$ cat src/rtl/boot_loader_pkg.sv
// Shared definitions for the serial program loader: state encoding,
// stream framing constants and the running checksum step.
package boot_loader_pkg;

    typedef enum logic [2:0] {
        S_LEN_HI,
        S_LEN_LO,
        S_DAT_HI,
        S_DAT_LO,
        S_WRITE,
        S_CSUM,
        S_DONE,
        S_ERR
    } state_t;

    localparam int unsigned LEN_BYTES = 2;
    localparam logic        HI_FIRST  = 1'b1;

    // One step of the XOR checksum over the data bytes.
    function automatic logic [7:0] csum_step(input logic [7:0] acc, input logic [7:0] b);
        return acc ^ b;
    endfunction

endpackage

$ cat src/rtl/boot_loader.sv
// Receives length header, program words and XOR checksum from a byte stream,
// writes the words to memory and releases the core once the image verifies.
module boot_loader
    import boot_loader_pkg::*;
#(
    parameter logic [15:0] BASE_ADDR = 16'h0000,
    parameter int unsigned MAX_WORDS = 256
) (
    input  logic        clk,
    input  logic        reset,
    input  logic [7:0]  rx_data,
    input  logic        rx_valid,
    output logic        rx_ready,
    output logic [15:0] adr,
    output logic [15:0] writedata,
    output logic        memwrite,
    output logic        core_reset,
    output logic        done,
    output logic        error,
    output logic [15:0] words_loaded
);

    state_t      state_q;
    logic [15:0] len_q;
    logic [15:0] idx_q;
    logic [7:0]  csum_q;
    logic [15:0] adr_q;
    logic [15:0] wdata_q;
    logic        memwrite_q;
    logic        core_reset_q;
    logic        done_q;
    logic        error_q;
    logic [15:0] words_q;

    logic [15:0] len_d;
    logic [15:0] idx_d;
    logic        accept;

    always_comb begin
        rx_ready = 1'b0;
        if (!reset) begin
            unique case (state_q)
                S_LEN_HI, S_LEN_LO, S_DAT_HI, S_DAT_LO, S_CSUM: rx_ready = 1'b1;
                default:                                        rx_ready = 1'b0;
            endcase
        end
        accept = rx_valid && rx_ready;
        len_d  = {len_q[15:8], rx_data};
        idx_d  = idx_q + 16'd1;
    end

    always_ff @(posedge clk) begin
        if (reset) begin
            state_q      <= S_LEN_HI;
            len_q        <= '0;
            idx_q        <= '0;
            csum_q       <= '0;
            adr_q        <= BASE_ADDR;
            wdata_q      <= '0;
            memwrite_q   <= 1'b0;
            core_reset_q <= 1'b1;
            done_q       <= 1'b0;
            error_q      <= 1'b0;
            words_q      <= '0;
        end else begin
            memwrite_q <= 1'b0;
            unique case (state_q)
                S_LEN_HI: if (accept) begin
                    len_q[15:8] <= rx_data;
                    state_q     <= S_LEN_LO;
                end
                S_LEN_LO: if (accept) begin
                    len_q <= len_d;
                    if (32'(len_d) > MAX_WORDS) begin
                        state_q <= S_ERR;
                        error_q <= 1'b1;
                    end else if (len_d == 16'd0) begin
                        state_q <= S_CSUM;
                    end else begin
                        state_q <= S_DAT_HI;
                    end
                end
                S_DAT_HI: if (accept) begin
                    wdata_q[15:8] <= rx_data;
                    csum_q        <= csum_step(csum_q, rx_data);
                    state_q       <= S_DAT_LO;
                end
                // Strobe and address are set here so they are registered in S_WRITE.
                S_DAT_LO: if (accept) begin
                    wdata_q[7:0] <= rx_data;
                    csum_q       <= csum_step(csum_q, rx_data);
                    adr_q        <= BASE_ADDR + idx_q;
                    memwrite_q   <= 1'b1;
                    state_q      <= S_WRITE;
                end
                S_WRITE: begin
                    idx_q   <= idx_d;
                    words_q <= words_q + 16'd1;
                    state_q <= (idx_d == len_q) ? S_CSUM : S_DAT_HI;
                end
                S_CSUM: if (accept) begin
                    if (rx_data == csum_q) begin
                        state_q      <= S_DONE;
                        done_q       <= 1'b1;
                        core_reset_q <= 1'b0;
                    end else begin
                        state_q <= S_ERR;
                        error_q <= 1'b1;
                    end
                end
                default: ;
            endcase
        end
    end

    assign adr          = adr_q;
    assign writedata    = wdata_q;
    assign memwrite     = memwrite_q;
    assign core_reset   = core_reset_q;
    assign done         = done_q;
    assign error        = error_q;
    assign words_loaded = words_q;

endmodule

$ cat config.mk
export PLATFORM = sky130hd
export DESIGN_NAME = boot_loader
export DESIGN_NICKNAME = d
export VERILOG_FILES = /design/src/rtl/boot_loader_pkg.sv /design/src/rtl/boot_loader.sv
export SDC_FILE = /design/constraint.sdc
export NUM_CORES = 1
export LEC_CHECK = 0
export BUFFER_PORTS_ARGS = -buffer_cell sky130_fd_sc_hd__buf_2
export CAP_MARGIN = 20
export CORE_UTILIZATION = 40
export DETAILED_ROUTE_END_ITERATION = 7
export PLACE_DENSITY = 0.63
export SLEW_MARGIN = 20
export SYNTH_ARGS = -nofsm -noshare
export SYNTH_HDL_FRONTEND = slang
export SYNTH_SLANG_ARGS = --single-unit
$ cat constraint.sdc
create_clock -name clk -period 5.5 [get_ports clk]
set_clock_uncertainty 0.15 [all_clocks]
set_input_delay 0.55 -clock clk [delete_from_list [all_inputs] [get_ports clk]]
set_output_delay 0.55 -clock clk [all_outputs]
set_load 0.03 [all_outputs]
==> metrics.txt <==
syn avg cell area 8.23 um^2; CTS clk-pin slew, worst paths ~100 ps; relative max-transition margin 0.353; Slew Limit Fails 0; initial antenna violation count 0; WP data required approximately 5600 ps; VDD IR-drop max 0.149 mV; R2R depth 6; Clock Latency Late Sink ~360 ps; Max clock buf depth 2; proportion of layout cells with a drive suffix above 1 0.158; global route overflow 0; row cnt 37; setup_tns 0 ps; CTS tree yes; nets 579; number of synthesized register bits 95; Pleak around 1.9 nW; core area 0.0105 mm^2; Cell variety after synth 45; vias per inst 5.21; most frequent cell after synthesis dfxtp_1; top cells by count, synth 95 x dfxtp_1, 84 x nand2_1, 66 x nor2_1, 43 x a21oi_1, 33 x xor2_1; Netlist Area Pre-Place 0.00437 mm^2; Power Density approximately 270 mW/mm^2; vias in the first global route 3,438; post_cts resized 0; synth top area cells dfxtp_1 44%, nand2_1 7.2%, xor2_1 6.6%; hold_ws 297 ps; layout overhead on the synthesized area 12.7%; via count roughly 3,700; Synth Flop Type dfxtp_1; number of flops mapped to enable cells by yosys 0; cells after synthesis 531; Final Util 0.470; Ys Warns 0; Diodes inserted 0; hpwl dp ~7000 um; Power Total around 1.3 mW; Die X 107 um; Die Y 107 um; Placer Congestion 0.854; status finished, final reports clean; total track usage 0.189; die area 0.0113 mm^2; hold path endpoint done; Hold Startpoint done; fin crit share 0.537; CTS Hold Bufs 0; Num CTS Buffers 9; Synth area leader dfxtp_1; H-tree levels 3; setup bufs post-CTS 0; maxcap violations 0; Initial Util 0.418; Final Hold Fails 0; Critical R2R Capture adr[14]; Post-synth ARST share 0; clock sink total 95; sequential area share after synthesis 0.435; post-route minimum period 2950 ps; largest net degree at the start of global routing 97; drt initial violations 186; WL per Instance 14.2 um; HP Class reg -> reg; DRC violations left 0; Final ANT Viol Nets 0; worst-path fanout max 25; global-route wire length before repair 16,900 um; worst-margin pin slew 971 ps; RSZ-0062 raised after global routing false; syn nets roughly 540; crit path kind in -> reg; crit start category primary input; final WL 10,100 um; Data arrival, critical path 3090 ps; R2R Path Start state_q[2]; fmax 0.339 GHz; CTS Root Cell clkbuf_8; port buffer count 63; Yosys top cell area share 0.435; Final setup viols 0; drt first pass iters 4; reg-to-reg slack, setup 2550 ps; WHS Path Cells 2; Worst Setup End Kind flop; IO Count 64
==> critical path, stage by stage <==
cell and delay, ps:
buf_2 100, nand2b_1 190, nor2_1 490, and2_1 400, nand2_1 550, inv_2 560, nand2_1 100, a21oi_1 140
==> where the power goes <==
| group | internal, mW | switching, mW | leakage (nW) |
|---|---|---|---|
| Sequential | 0.698 | 0.0130 | 0.767 |
| Combinational | 0.0338 | 0.0642 | 0.988 |
| Clock | 0.259 | 0.250 | 0.107 |
==> stage by stage <==
stage	setup slack, ps	cells	cell area [um^2]
finish	2550	707	4920
detailed placement	2160	691	4700
CTS	2540	707	4920
floorplan	3040	531	4370
global route	2180	707	4920
global placement	2310	691	4700
==> per-layer routing <==
metal / up-vias / GRT usage / part of all wire / routed length (um)
li1: 1849 / - / - / -
met1: 1736 / 0.247 / 0.47 / 4770
met2: 76 / 0.305 / 0.47 / 4700
met3: 19 / 0.0417 / 0.037 / 369
met4: 0 / 0.0705 / 0.022 / 224
met5: - / 0 / 0 / 0
==> how the worst max path moves through the flow <==
stage | from | endpoint
2_1_floorplan | idx_q[0] | state_q[1]
3_3_place_gp | reset | adr[4]
3_5_place_dp | reset | adr[14]
4_1_cts | reset | writedata[3]
5_1_grt | state_q[2] | writedata[3]
6_report | reset | adr[14]
==> cells by family after synthesis <==
logic type      Yosys count  synth area share
mux                      18            0.0412
compound gates           70            0.0954
flops                    95             0.435
buf+inv                  50            0.0455
xor+xnor                 64             0.128
fa+ha+maj                 2           0.00573
simple gates            232             0.249
==> sequential cells by signal, summed over array words and instances (netlist names) <==
register and flops:
adr 16, core_reset 1, csum_q 8, done 1, error 1, idx_q 16
len_q 16, memwrite 1, state_q 3, words_loaded 16, writedata 16
==> cell type report <==
cell class	count	area, um^2
Fill cell	1085	5540
Multi-Input combinational cell	386	2270
Sequential cell	95	1900
Timing Repair Buffer	65	330
Tap cell	136	170
Clock buffer	10	128
Clock inverter	6	90.1
Inverter	9	33.8
==> layout by cell type (no fill, tap or decap), drive strengths merged, types with 3 or more instances in the layout <==
cell / count
nor2: 66
a31oi: 3
nand3: 25
xnor2: 31
nand4: 11
nor4: 6
buf: 65
nand2: 84
inv: 11
nor2b: 5
nor3: 10
dfxtp: 95
a21oi: 43
xor2: 33
clkbuf: 10
or3: 6
and2: 3
and3: 3
mux2i: 18
and4: 4
nor3b: 3
o21ai: 9
Note: power is estimated with default switching activity, not from simulation.
